### config.mk
export PLATFORM = sky130hd
export DESIGN_NAME = secded_read_decoder
export DESIGN_NICKNAME = d
export VERILOG_FILES = /design/src/rtl/secded_read_decoder_pkg.sv /design/src/rtl/secded_read_decoder_syndrome.sv /design/src/rtl/secded_read_decoder.sv
export SDC_FILE = /design/constraint.sdc
export NUM_CORES = 1
export LEC_CHECK = 0
export BUFFER_PORTS_ARGS = -buffer_cell sky130_fd_sc_hd__clkbuf_2
export CAP_MARGIN = 5
export CORE_MARGIN = 5
export CORE_UTILIZATION = 49
export CTS_CLUSTER_SIZE = 10
export DETAILED_ROUTE_END_ITERATION = 10
export GPL_TIMING_DRIVEN = 0
export PLACE_DENSITY = 0.77
export SLEW_MARGIN = 0
export SYNTH_ARGS = -nofsm -noshare
export SYNTH_HDL_FRONTEND = slang
export SYNTH_SLANG_ARGS = --single-unit
### constraint.sdc
create_clock -name clk -period 3 [get_ports clk]
set_input_delay 0 -clock clk [delete_from_list [all_inputs] [get_ports clk]]
set_output_delay 0 -clock clk [all_outputs]
set_load 0.03 [all_outputs]
### src/rtl/secded_read_decoder_pkg.sv
// Shared SECDED definitions: codeword geometry, error classes and the port tag type.
package secded_read_decoder_pkg;

  localparam int unsigned D_W = 32;
  localparam int unsigned P_W = 6;
  localparam int unsigned C_W = D_W + P_W + 1;

  typedef enum logic [1:0] {
    ERR_NONE = 2'd0,
    ERR_SEC  = 2'd1,
    ERR_DED  = 2'd2
  } err_type_e;

  typedef enum logic {
    PORT_A = 1'b0,
    PORT_B = 1'b1
  } port_indicator_e;

  // Power-of-two Hamming positions carry parity rather than data.
  function automatic logic is_pow2(int unsigned x);
    return (x != 0) && ((x & (x - 1)) == 0);
  endfunction

endpackage

### src/rtl/secded_read_decoder_syndrome.sv
// Combinational Hamming check: syndrome over positions 1..C_W-1 and overall parity.
module secded_syndrome #(
  parameter int unsigned C_W = 39,
  parameter int unsigned P_W = 6
) (
  input  logic [C_W-1:0] code_i,
  output logic [P_W-1:0] syn_o,
  output logic           par_o
);

  logic [C_W-1:0] sh;

  always_comb begin
    syn_o = '0;
    sh    = '0;
    for (int unsigned i = 1; i < C_W; i++) begin
      sh = code_i >> i;
      if (sh[0]) begin
        syn_o = syn_o ^ P_W'(i);
      end
    end
    par_o = ^code_i;
  end

endmodule

### src/rtl/secded_read_decoder.sv
// Two-stage SECDED read checker: corrects single errors, flags doubles, counts both and
// issues a scrub write-back request carrying the corrected codeword.
module secded_read_decoder #(
  parameter int unsigned D_W   = secded_read_decoder_pkg::D_W,
  parameter int unsigned A_W   = 10,
  parameter int unsigned P_W   = secded_read_decoder_pkg::P_W,
  parameter int unsigned C_W   = secded_read_decoder_pkg::C_W,
  parameter int unsigned CNT_W = 16
) (
  input  logic             clk,
  input  logic             rst,
  input  logic             rd_valid_i,
  input  logic [C_W-1:0]   rd_code_i,
  input  logic [A_W-1:0]   rd_addr_i,
  input  logic             rd_port_i,
  output logic             dout_valid_o,
  output logic [D_W-1:0]   dout_o,
  output logic [A_W-1:0]   dout_addr_o,
  output logic             dout_port_o,
  output logic [1:0]       err_o,
  output logic             scrub_req_o,
  output logic [A_W-1:0]   scrub_addr_o,
  output logic [C_W-1:0]   scrub_code_o,
  input  logic             scrub_ack_i,
  input  logic             cnt_clr_i,
  output logic [CNT_W-1:0] sec_cnt_o,
  output logic [CNT_W-1:0] ded_cnt_o,
  output logic [CNT_W-1:0] drop_cnt_o
);

  import secded_read_decoder_pkg::*;

  localparam logic [P_W-1:0]   MaxPos = P_W'(C_W - 1);
  localparam logic [CNT_W-1:0] CntMax = '1;

  function automatic logic [D_W-1:0] extract_data(logic [C_W-1:0] code);
    logic [D_W-1:0] d;
    logic [C_W-1:0] sh;
    d = '0;
    for (int unsigned i = 1; i < C_W; i++) begin
      if (!is_pow2(i)) begin
        sh = code >> i;
        d  = {sh[0], d[D_W-1:1]};
      end
    end
    return d;
  endfunction

  function automatic logic [CNT_W-1:0] sat_inc(logic [CNT_W-1:0] c);
    return (c == CntMax) ? c : c + 1'b1;
  endfunction

  // Stage 1 registers
  logic            s1_valid_q;
  logic [C_W-1:0]  s1_code_q;
  logic [A_W-1:0]  s1_addr_q;
  port_indicator_e s1_port_q;

  // Stage 2 / output registers
  logic             dout_valid_q;
  logic [D_W-1:0]   dout_q;
  logic [A_W-1:0]   dout_addr_q;
  logic             dout_port_q;
  err_type_e        err_q;
  logic             scrub_req_q;
  logic [A_W-1:0]   scrub_addr_q;
  logic [C_W-1:0]   scrub_code_q;
  logic [CNT_W-1:0] sec_cnt_q, ded_cnt_q, drop_cnt_q;

  logic [P_W-1:0] syn_s;
  logic           syn_p;
  err_type_e      err_d;
  logic [C_W-1:0] corr_code_d;
  logic [D_W-1:0] dout_d;
  logic           sec_hit, ded_hit, scrub_load, scrub_drop;

  secded_syndrome #(
    .C_W(C_W),
    .P_W(P_W)
  ) u_syndrome (
    .code_i(s1_code_q),
    .syn_o (syn_s),
    .par_o (syn_p)
  );

  always_comb begin
    err_d       = ERR_NONE;
    corr_code_d = s1_code_q;
    if (syn_p) begin
      if (syn_s == '0) begin
        // Only the overall parity bit is wrong.
        err_d       = ERR_SEC;
        corr_code_d = s1_code_q ^ C_W'(1);
      end else if (syn_s <= MaxPos) begin
        err_d       = ERR_SEC;
        corr_code_d = s1_code_q ^ (C_W'(1) << syn_s);
      end else begin
        err_d = ERR_DED;
      end
    end else if (syn_s != '0) begin
      err_d = ERR_DED;
    end
    dout_d     = extract_data(corr_code_d);
    sec_hit    = s1_valid_q && (err_d == ERR_SEC);
    ded_hit    = s1_valid_q && (err_d == ERR_DED);
    scrub_load = sec_hit && (!scrub_req_q || scrub_ack_i);
    scrub_drop = sec_hit && scrub_req_q && !scrub_ack_i;
  end

  always_ff @(posedge clk) begin
    if (rst) begin
      s1_valid_q   <= 1'b0;
      s1_code_q    <= '0;
      s1_addr_q    <= '0;
      s1_port_q    <= PORT_A;
      dout_valid_q <= 1'b0;
      dout_q       <= '0;
      dout_addr_q  <= '0;
      dout_port_q  <= 1'b0;
      err_q        <= ERR_NONE;
      scrub_req_q  <= 1'b0;
      scrub_addr_q <= '0;
      scrub_code_q <= '0;
      sec_cnt_q    <= '0;
      ded_cnt_q    <= '0;
      drop_cnt_q   <= '0;
    end else begin
      s1_valid_q <= rd_valid_i;
      if (rd_valid_i) begin
        s1_code_q <= rd_code_i;
        s1_addr_q <= rd_addr_i;
        s1_port_q <= port_indicator_e'(rd_port_i);
      end

      dout_valid_q <= s1_valid_q;
      err_q        <= s1_valid_q ? err_d : ERR_NONE;
      if (s1_valid_q) begin
        dout_q      <= dout_d;
        dout_addr_q <= s1_addr_q;
        dout_port_q <= s1_port_q;
      end

      if (scrub_load) begin
        scrub_req_q  <= 1'b1;
        scrub_addr_q <= s1_addr_q;
        scrub_code_q <= corr_code_d;
      end else if (scrub_ack_i) begin
        scrub_req_q <= 1'b0;
      end

      if (cnt_clr_i) begin
        sec_cnt_q  <= '0;
        ded_cnt_q  <= '0;
        drop_cnt_q <= '0;
      end else begin
        if (sec_hit)    sec_cnt_q  <= sat_inc(sec_cnt_q);
        if (ded_hit)    ded_cnt_q  <= sat_inc(ded_cnt_q);
        if (scrub_drop) drop_cnt_q <= sat_inc(drop_cnt_q);
      end
    end
  end

  assign dout_valid_o = dout_valid_q;
  assign dout_o       = dout_q;
  assign dout_addr_o  = dout_addr_q;
  assign dout_port_o  = dout_port_q;
  assign err_o        = err_q;
  assign scrub_req_o  = scrub_req_q;
  assign scrub_addr_o = scrub_addr_q;
  assign scrub_code_o = scrub_code_q;
  assign sec_cnt_o    = sec_cnt_q;
  assign ded_cnt_o    = ded_cnt_q;
  assign drop_cnt_o   = drop_cnt_q;

endmodule

==> metrics.md, run 1 <==
| Metric | Value |
|---|---|
| Vias in the first global route | 8,177 |
| Worst hold margin | 98.6 ps |
| Crit path DAT | 3450 ps |
| Max FO, Critical Path | 9 |
| Clk root buf | clkbuf_16 |
| Xor and xnor fraction of the mapped netlist area | 0.146 |
| CP Data Required Time | 3280 ps |
| Clock Latency Late Sink | 440 ps |
| Die area | 20,300 sq um |
| Sequential share of the synthesized area | 0.454 |
| Power Density | 754 nW/um^2 |
| Period utilisation layout | 1.05 |
| Outcome | finished with violations |
| Via count | 8,400 |
| Share of cells above drive strength 1 | 0.334 |
| Max-slew violation count | 0 |
| Final Instance Area | 12,300 sq um |
| Detailed Routing Iterations Pass 1 | 5 |
| Post-synthesis cell count | 955 |
| Most frequent cells in the layout | clkbuf_2, nor2_1, dfxtp_1, xnor2_1, mux2i_1 |
| Worst vdd ir | 582 uV |
| Core Rows | 48 |
| Max transition margin | 0.468 |
| Worst-Margin Slew | 797 ps |
| DP HPWL | 17,700 um |
| Post-synth ARST share | 0 |
| Period minus WS final | 3160 ps |
| Hold WC Path Type | in -> reg |
| Most common cell after layout, fill and taps aside | clkbuf_2 |
| DRT antenna net count | 0 |
| Vias per cell | 5.64 |
| Initial antenna violation count | 0 |
| Clk sinks | 195 |
| Leakage power | 4.86 nW |
| Adder-Cell Fraction of Synth Area | 0.00436 |
| Unrepaired setup endpoints after global routing | yes |
| Post-synthesis compound-gate area fraction | 0.102 |
| CP Capture Type | flop |
| Initial Util | 0.499 |
| Mapped cell area | 8600 sq um |
| GPL Wtd Cong | 0.902 |
| Iter 0 DRT Violations | 601 |
| Startpoint Class | flop |
| Post-Place Setup Slack | -706 ps |
| Congestion Overflow GR | 0 |
| DR WL/cell | 19.5 um |
| Setup ws final | -161 ps |
| Max-cap violations | 0 |
| Final Non-Filler Cells | 1,489 |
| DRC | 0 |
| Total track usage | 0.261 |
| Critical path type | reg -> reg |
| Diode count | 0 |
| Die width | 142 um |
| CTS tree | yes |
| Layout net count | 1,309 |
| Simple-gate area share of the yosys netlist | 0.187 |
| Number of buffers created by CTS | 17 |
| Mean Syn Cell Area | 9.01 sq um |
| Placed Area | 9880 sq um |
| Core Area | 17,200 sq um |
| Pin count of the biggest net entering global routing | 18 |
| FF+latch count, synth | 195 |
| Boundary Pins | 199 |
| Placed Cells | 1,377 |
| Final setup vio count | 57 |
| Die span in y | 142 um |
| Count of cell types in the netlist | 44 |
| Fillers | 1,151 |
| Synth Flop Type | dfxtp_1 |
| Area grow syn2layout | 43.5% |
| Proportion of synthesized area in mux cells | 0.0746 |
| Clock tree buffer depth | 2 |
| Largest family of logic cells by synthesized area | simple AND/OR/NAND/NOR gates |
| Clk slew on worst S/H paths | 70 ps |
| H-tree levels | 4 |
| Number of enable flip-flop cells after synthesis | 0 |
| First-pass GRT wire length | 42,500 um |
| Syn nets | 1,013 |
| F_max | 0.316 GHz |
| Final hold viol count | 0 |
| Failing checks | setup timing |
| Syn. warnings | 0 |
| TNS Setup | -4890 ps |
| Routed WL | 29,000 um |
| Clk_skew | 13.0 ps |
| Port buffer count | 197 |
worst paths after layout:
check	startpoint	end	slack [ps]	cells after the start
setup / recovery	s1_code_q[21]	scrub_code_o[20]	-160	12
setup reg to reg	s1_code_q[21]	scrub_code_o[20]	-160	12
hold / removal	rd_valid_i	s1_addr_q[0]	100	3
hold reg to reg	scrub_addr_o[4]	scrub_addr_o[4]	460	2
Yosys cell counts (7+ instances only):
library cell	instances	area share
a211oi_1	70	0.061
a21oi_1	30	0.017
and3_1	11	0.0080
buf_1	8	0.0035
buf_2	10	0.0058
clkbuf_1	38	0.017
dfxtp_1	195	0.45
mux2i_1	63	0.073
nand2_1	51	0.022
nand3_1	24	0.014
nor2_1	202	0.088
nor3_1	26	0.015
o21ai_0	7	0.0041
o31ai_1	9	0.0079
or3_1	10	0.0073
or4_1	10	0.0087
xnor2_1	115	0.12
xor2_1	15	0.015
layer usage:
layer	vias up	global-route usage	part of all wire
met4	0	0.106	0.038
met5	-	0	0
li1	3872	-	-
met1	4043	0.334	0.39
met3	91	0.0487	0.070
met2	394	0.435	0.50
layout make-up:
cell class	instances	area, sq um	area share
buffer	57	413	0.0335
clock buffer	19	443	0.0359
clock inverter	13	125	0.0101
inverter	5	18.8	0.00152
multi-input combinational	696	5220	0.423
sequential	195	3960	0.321
tap	225	282	0.0228
timing repair buffer	279	1880	0.152
where the power goes:
group | internal [W] | switching [W] | leakage (nW)
Combinational | 0.00159 | 0.00241 | 2.99
Sequential | 0.00286 | 0.000213 | 1.60
Clock | 0.00118 | 0.00105 | 0.268
Total | 0.00563 | 0.00367 | 4.86
critical path, stage by stage (launching register included):
cell,delay [ps]
dfxtp_1,360
xnor2_1,310
xnor2_2,220
xnor2_2,190
or4_4,460
and2_4,180
o32a_1,380
buf_6,160
a21oi_4,140
buf_12,200
buf_12,170
clkbuf_16,160
a211oi_2,70
timing repair:
item	CTS	global route
buffers inserted	15	10
hold endpoints to repair	51	0
pin swaps	26	47
gates resized for setup	107	127
endpoints found under the setup margin	103	100
gates cloned	2	6
hold buffers	51	0
metrics by stage:
step	total power [W]	utilization
after floorplan	0.00498	-
after global placement	0.00574	0.573
after detailed placement	0.00578	0.573
after CTS	0.00853	0.670
after global routing	0.00964	0.716
final	0.00931	0.716
registers in the layout, indices dropped and copies added (netlist names), 2 cells and up:
register,cells
dout_addr_o,10
drop_cnt_o,16
s1_addr_q,10
sec_cnt_o,16
s1_code_q,39
scrub_code_o,39
scrub_addr_o,10
ded_cnt_o,16
dout_o,32
err_o,2
cell families after synthesis:
| logic type | Yosys count |
|---|---|
| buf+inv | 64 |
| simple gates | 363 |
| compound gates | 130 |
| flops | 195 |
| fa+ha+maj | 3 |
| xor+xnor | 136 |
| mux | 64 |
No activity file was read; power rests on OpenSTA's default activity.
==> inputs of run 2 (changes only) <==
--- a/config.mk
+++ b/config.mk
@@ -12,7 +12,7 @@
 export CTS_CLUSTER_SIZE = 10
 export DETAILED_ROUTE_END_ITERATION = 10
 export GPL_TIMING_DRIVEN = 0
-export PLACE_DENSITY = 0.77
+export PLACE_DENSITY = 0.78
 export SLEW_MARGIN = 0
 export SYNTH_ARGS = -nofsm -noshare
 export SYNTH_HDL_FRONTEND = slang
==> metrics.md, run 2 (synthesis results as in run 1) <==
| Metric | Value |
|---|---|
| Final setup vio count | 37 (-35%) |
| Worst R2R Path Depth | 12 (unchanged) |
| Fillers | 1,189 (+3.3%) |
| Period minus WS final | 3110 ps (-49.9 ps) |
| Clk sinks | 195 (unchanged) |
| Iter 0 DRT Violations | 547 (-9.0%) |
| Final Non-Filler Cells | 1,493 (+0.27%) |
| Setup ws final | -111 ps (+49.9 ps) |
| Die width | 142 um (unchanged) |
| Unrepaired setup endpoints after global routing | yes |
| CP Capture Type | flop |
| Boundary Pins | 199 (unchanged) |
| Crit path DAT | 3430 ps (-20 ps) |
| Die span in y | 142 um (unchanged) |
| First-pass GRT wire length | 41,300 um (-2.8%) |
| Flop pwr share | 0.333 (+0.002) |
| Period utilisation layout | 1.04 (-0.0166) |
| Max stage delay cell, worst path | dfxtp_1 |
| Die area | 20,300 sq um (unchanged) |
| Cell mode on critical path | xnor2_2 |
| Worst hold margin | 79.1 ps (-19.4 ps) |
| CTS tree | yes |
| Initial Util | 0.499 (unchanged) |
| Kind of cell adding the most delay to the critical path | compound AO/OA/AOI/OAI gates |
| Layout Utilization | 0.705 (-0.0108) |
| Reg2Reg Capture Point | scrub_code_o[35] |
| Diode count | 0 (unchanged) |
| Failing checks | setup timing |
| Startpoint Class | flop |
| Int Pwr | 0.00561 W (-0.43%) |
| Initial antenna violation count | 0 (unchanged) |
| Final hold viol count | 0 (unchanged) |
| DRC | 0 (unchanged) |
| Number of buffers created by CTS | 17 (unchanged) |
| Crit-path cells | xnor2_2 -> xnor2_2 -> xnor2_2 -> or4_4 -> and2_4 -> o32a_1 -> buf_6 -> a21oi_4 -> buf_12 -> buf_8 -> nor2_1 -> a211oi_1 |
| Max transition margin | 0.427 (-0.0416) |
| Area of the multi-input gates | 5160 sq um (-1.0%) |
| Worst vdd ir | 502 uV (-14%) |
| TNS Setup | -1330 ps (+3550 ps) |
| Switching Share | 0.394 (-0.000458) |
| CP Buf/Inv Count | 3 (-1) |
| Clk slew on worst S/H paths | 70 ps (about the same) |
| Total track usage | 0.253 (-0.00744) |
| Port buffer count | 197 (unchanged) |
| H-tree levels | 4 (unchanged) |
| RR Startpoint | s1_code_q[20] |
| Outcome | finished with violations |
| Max-slew violation count | 0 (unchanged) |
| Clock Latency Late Sink | 430 ps (about the same) |
| Area grow syn2layout | 41.3% |
| Hold wc startpoint | rd_valid_i |
| Vias per cell | 5.68 (+0.77%) |
| R2R setup slack | -110 ps (+50 ps) |
| Pin count of the biggest net entering global routing | 17 (-1) |
| Hold WC Path Type | in -> reg |
| Min-Delay Endpoint | s1_addr_q[0] |
| Congestion Overflow GR | 0 (unchanged) |
| Clock tree buffer depth | 2 (unchanged) |
| Cells on Worst Hold Path | 3 (unchanged) |
| Core Rows | 48 (unchanged) |
| Leakage power | 4.76 nW (-2.1%) |
| Most frequent cells in the layout | nor2_1, clkbuf_2, dfxtp_1, xnor2_1, mux2i_1 |
| Switching Power | 0.00365 W (-0.62%) |
| GPL Wtd Cong | 0.874 (-3.2%) |
| Core Area | 17,200 sq um (unchanged) |
| CP Data Required Time | 3320 ps (+40 ps) |
| DRT antenna net count | 0 (unchanged) |
| Vias in the first global route | 7,980 (-2.4%) |
| Sequential Area | 3960 sq um (about the same) |
| DP HPWL | 17,700 um (about the same) |
| Slowest stage delay, CP | 450 ps (about the same) |
| Clk_skew | 7.97 ps (-4.99 ps) |
| Layout net count | 1,316 (+0.53%) |
| Clock Power Share | 0.234 (-0.006) |
| Max FO, Critical Path | 10 (+1) |
| Detailed Routing Iterations Pass 1 | 5 (unchanged) |
| Max-cap violations | 0 (unchanged) |
| Clk root buf | clkbuf_16 |
| DR WL/cell | 19.3 um (-0.84%) |
| F_max | 0.321 GHz (+1.6%) |
| Placed Cells | 1,377 (unchanged) |
| Critical path type | reg -> reg |
| Via count | 8,487 (+1.0%) |
| Worst-Margin Slew | 860 ps (+62.4 ps) |
| Routed WL | 28,900 um (-0.57%) |
| Overall power | 0.00926 W (-0.50%) |
| Share of cells above drive strength 1 | 0.327 (-0.00657) |
| Power Density | 762 nW/um^2 (+1.0%) |
| Gate power share | 0.433 (+0.004) |
[run 2: changes by cell type in the layout (fill, tap and decap cells not counted), sizes merged]
cell,before,now
clkinvlp,4,1
inv,9,5
clkinv,4,6
clkbuf,255,252
buf,49,60
o21bai,2,3
[run 2: final cells by class]
cell class / instances / share of cell area
Inverter: 5 / 0.00154
Tap cell: 225 / 0.0232
Sequential cell: 195 / 0.326
Multi-Input combinational cell: 697 / 0.425
Clock inverter: 8 / 0.00679
Clock buffer: 21 / 0.0379
Buffer: 57 / 0.0295
Timing Repair Buffer: 285 / 0.150
[run 2: metrics by stage]
step | setup slack [ps] | area [sq um]
global route | -143 | 12200
global placement | -668 | 9880
detailed placement | -680 | 9880
CTS | -9.70 | 11500
floorplan | 32.8 | 8610
finish | -111 | 12200
[run 2: worst max-delay path by stage]
stage                  start                to  slack (ps)  depth (start not counted)
2_1_floorplan  s1_code_q[30]    drop_cnt_o[13]          30                         12
4_1_cts        s1_code_q[37]     ded_cnt_o[15]         -10                         11
3_5_place_dp   s1_code_q[37]     ded_cnt_o[12]        -680                         10
3_3_place_gp   s1_code_q[37]     ded_cnt_o[12]        -670                         10
6_report       s1_code_q[20]  scrub_code_o[35]        -110                         12
5_1_grt        s1_code_q[35]  scrub_code_o[35]        -140                         12
[run 2: worst min-delay path: stages]
cell and delay, ps:
clkbuf_1 220, mux2i_1 180, nor2_1 80
[run 2: power by group through the flow]
stage                     Sequential (W)  Clock, W  Combinational (W)
after global placement           0.00310         0            0.00265
after global routing             0.00311   0.00229            0.00420
final                            0.00308   0.00217            0.00401
after CTS                        0.00306   0.00217            0.00320
after floorplan                  0.00353         0            0.00145
after detailed placement         0.00310         0            0.00268
[run 2: per-layer routing]
| metal | track usage | vias up | part of all wire |
|---|---|---|---|
| met3 | 0.0464 | 106 | 0.075 |
| met1 | 0.322 | 4071 | 0.39 |
| met2 | 0.429 | 427 | 0.49 |
| met4 | 0.0955 | 0 | 0.039 |
| li1 | - | 3883 | - |
| met5 | 0 | - | 0 |
[run 2: repair_timing]
item | in CTS | in global routing
gates resized for setup | 103 | 98
hold endpoints to repair | 51 | 0
hold buffers | 51 | 0
cloned | 2 | 3
setup endpoints to repair | 100 | 103
pin swaps | 22 | 40
buffers inserted | 13 | 20
==> inputs of run 3 (changes only) <==
--- a/config.mk
+++ b/config.mk
@@ -13,7 +13,7 @@
 export DETAILED_ROUTE_END_ITERATION = 10
 export GPL_TIMING_DRIVEN = 0
 export PLACE_DENSITY = 0.78
-export SLEW_MARGIN = 0
+export SLEW_MARGIN = 20
 export SYNTH_ARGS = -nofsm -noshare
 export SYNTH_HDL_FRONTEND = slang
 export SYNTH_SLANG_ARGS = --single-unit
==> constraint.sdc (replaced) <==
create_clock -name clk -period 3 [get_ports clk]
set_input_delay 0.45 -clock clk [delete_from_list [all_inputs] [get_ports clk]]
set_output_delay 0.45 -clock clk [all_outputs]
set_load 0.03 [all_outputs]
==> metrics.md, run 3 (synthesis results as in run 1) <==
| Metric | Value |
|---|---|
| Outcome | finished with violations |
| Failing checks | setup timing |
| Congestion Overflow GR | 0 (unchanged) |
| Cells on Worst Hold Path | 3 (unchanged) |
| Pin count of the biggest net entering global routing | 17 (unchanged) |
| Clk sinks | 195 (unchanged) |
| CP Buf/Inv Count | 4 (+1) |
| Layout net count | 1,263 (-4.0%) |
| Overall power | 0.00907 W (-2.0%) |
| Routed WL | 26,900 um (-6.8%) |
| DP HPWL | 17,700 um (unchanged) |
| Final Non-Filler Cells | 1,440 (-3.5%) |
| Stages on worst setup path | 12 (unchanged) |
| Max-slew violation count | 0 (unchanged) |
| H-tree levels | 4 (unchanged) |
| DRT antenna net count | 0 (unchanged) |
| Worst-Margin Slew | 828 ps (-31.8 ps) |
| Critical path type | reg -> reg |
| Placed Cells | 1,377 (unchanged) |
| Number of buffers created by CTS | 17 (unchanged) |
| Initial antenna violation count | 0 (unchanged) |
| Boundary Pins | 199 (unchanged) |
| Area grow syn2layout | 34.7% |
| Iter 0 DRT Violations | 553 (+1.1%) |
| Leakage power | 4.49 nW (-5.5%) |
| DRC | 0 (unchanged) |
| Placed Area | 9880 sq um (unchanged) |
| Clock tree buffer depth | 2 (unchanged) |
| Most frequent cells in the layout | nor2_1, clkbuf_2, dfxtp_1, xnor2_1, mux2i_1 |
| CTS tree | yes |
| Port buffer count | 197 (unchanged) |
| GPL Wtd Cong | 0.874 (unchanged) |
| Die area | 20,300 sq um (unchanged) |
| Period minus WS final | 3100 ps (-12.0 ps) |
| Worst vdd ir | 464 uV (-7.4%) |
| Initial Util | 0.499 (unchanged) |
| Crit-path cells | xor2_2 -> xnor2_1 -> xnor3_2 -> xnor2_4 -> nor3b_1 -> o32a_1 -> buf_6 -> a21oi_4 -> buf_12 -> buf_12 -> clkbuf_16 -> a211oi_1 |
| Vias in the first global route | 7,699 (-3.5%) |
| F_max | 0.323 GHz (+0.39%) |
| Max FO, Critical Path | 8 (-2) |
| Final Instance Area | 11,600 sq um (-4.7%) |
| Unrepaired setup endpoints after global routing | yes |
| Final setup vio count | 47 (+27%) |
| Max transition margin | 0.447 (+0.0203) |
| Power Density | 783 nW/um^2 (+2.8%) |
| Core Area | 17,200 sq um (unchanged) |
| Post-CTS Hold Fix Bufs | 0 (-100%) |
| Clk_skew | 7.60 ps (-0.364 ps) |
| Kind of cell adding the most delay to the critical path | XOR/XNOR gates |
| Vias per cell | 5.61 (-1.3%) |
| Total track usage | 0.246 (-0.00717) |
| Max-cap violations | 0 (unchanged) |
| DR WL/cell | 18.7 um (-3.4%) |
| Startpoint Class | flop |
| First-pass GRT wire length | 40,100 um (-2.9%) |
| Clk slew on worst S/H paths | 70 ps (about the same) |
| Die width | 142 um (unchanged) |
| Die span in y | 142 um (unchanged) |
| TNS Setup | -2740 ps (-1400 ps) |
| Max stage delay cell, worst path | xnor3_2 |
| Clk root buf | clkbuf_16 |
| Period utilisation layout | 1.03 (-0.00401) |
| Final hold viol count | 0 (unchanged) |
| Slowest stage delay, CP | 540 ps (+90 ps) |
| Share of cells above drive strength 1 | 0.337 (+0.0102) |
| Detailed Routing Iterations Pass 1 | 7 (+2) |
| Worst R2R Path Depth | 12 (unchanged) |
| CP Data Required Time | 3290 ps (-30 ps) |
| CP Capture Type | flop |
| Fillers | 1,289 (+8.4%) |
| Diode count | 0 (unchanged) |
| Setup ws final | -99.2 ps (+12.0 ps) |
| Core Rows | 48 (unchanged) |
| Cell mode on critical path | buf_12 |
| Hold WC Path Type | in -> reg |
| Via count | 8,078 (-4.8%) |
| Clock Latency Late Sink | 430 ps (about the same) |
| Crit path DAT | 3390 ps (-40 ps) |
run 3: where the power goes:
group | switching (W) | leakage [nW] | internal [W] | total (W)
logic | 0.00233 | 2.62 | 0.00151 | 0.00383
clock network | 0.000985 | 0.265 | 0.00118 | 0.00216
registers | 0.000210 | 1.60 | 0.00287 | 0.00308
run 3: per-stage QoR:
| stage | hold slack [ps] | setup WS (ps) | utilization |
|---|---|---|---|
| final | 249 | -99.2 | 0.672 |
| after global routing | 259 | -141 | 0.672 |
| after CTS | 247 | -9.70 | 0.637 |
| after detailed placement | 446 | -680 | 0.573 |
| after global placement | 446 | -668 | 0.573 |
| after floorplan | 444 | 32.8 | - |
run 3: what timing repair did:
action,CTS,global route
resized for setup,103,87
endpoints found under the setup margin,100,103
pin swaps,22,35
cloned,2,2
setup buffers,13,19
run 3: layer usage:
layer,track usage,share of wire,vias to the layer above
met5,0,0,-
met4,0.0855,0.032,0
met3,0.0511,0.070,74
met2,0.412,0.49,376
met1,0.316,0.41,3854
li1,-,-,3774
run 3: layout make-up:
type,count,area (sq um),share of cell area
inverter,5,18.8,0.00162
sequential,195,3960,0.342
tap,225,282,0.0243
clock inverter,8,82.6,0.00713
multi-input combinational,696,5100,0.440
timing repair buffer,233,1320,0.114
clock buffer,21,460,0.0397
buffer,57,355,0.0307
run 3: worst paths after layout:
check                                startpoint  slack (ps)          endpoint
worst max-delay path              s1_code_q[30]        -100  scrub_code_o[18]
worst min-delay path              rd_code_i[13]         250     s1_code_q[13]
worst max register to register    s1_code_q[30]        -100  scrub_code_o[18]
worst min register to register  scrub_addr_o[2]         450   scrub_addr_o[2]
run 3: worst register-to-register path: cells and delay by family (launching register included):
| kind | cells | cell delay [ps] |
|---|---|---|
| xor gates and xnor gates | 4 | 1170 |
| and+or+nand+nor | 1 | 170 |
| buffers and inverters | 4 | 680 |
| AOI/OAI and AO/OA | 3 | 580 |
| DFF | 1 | 370 |
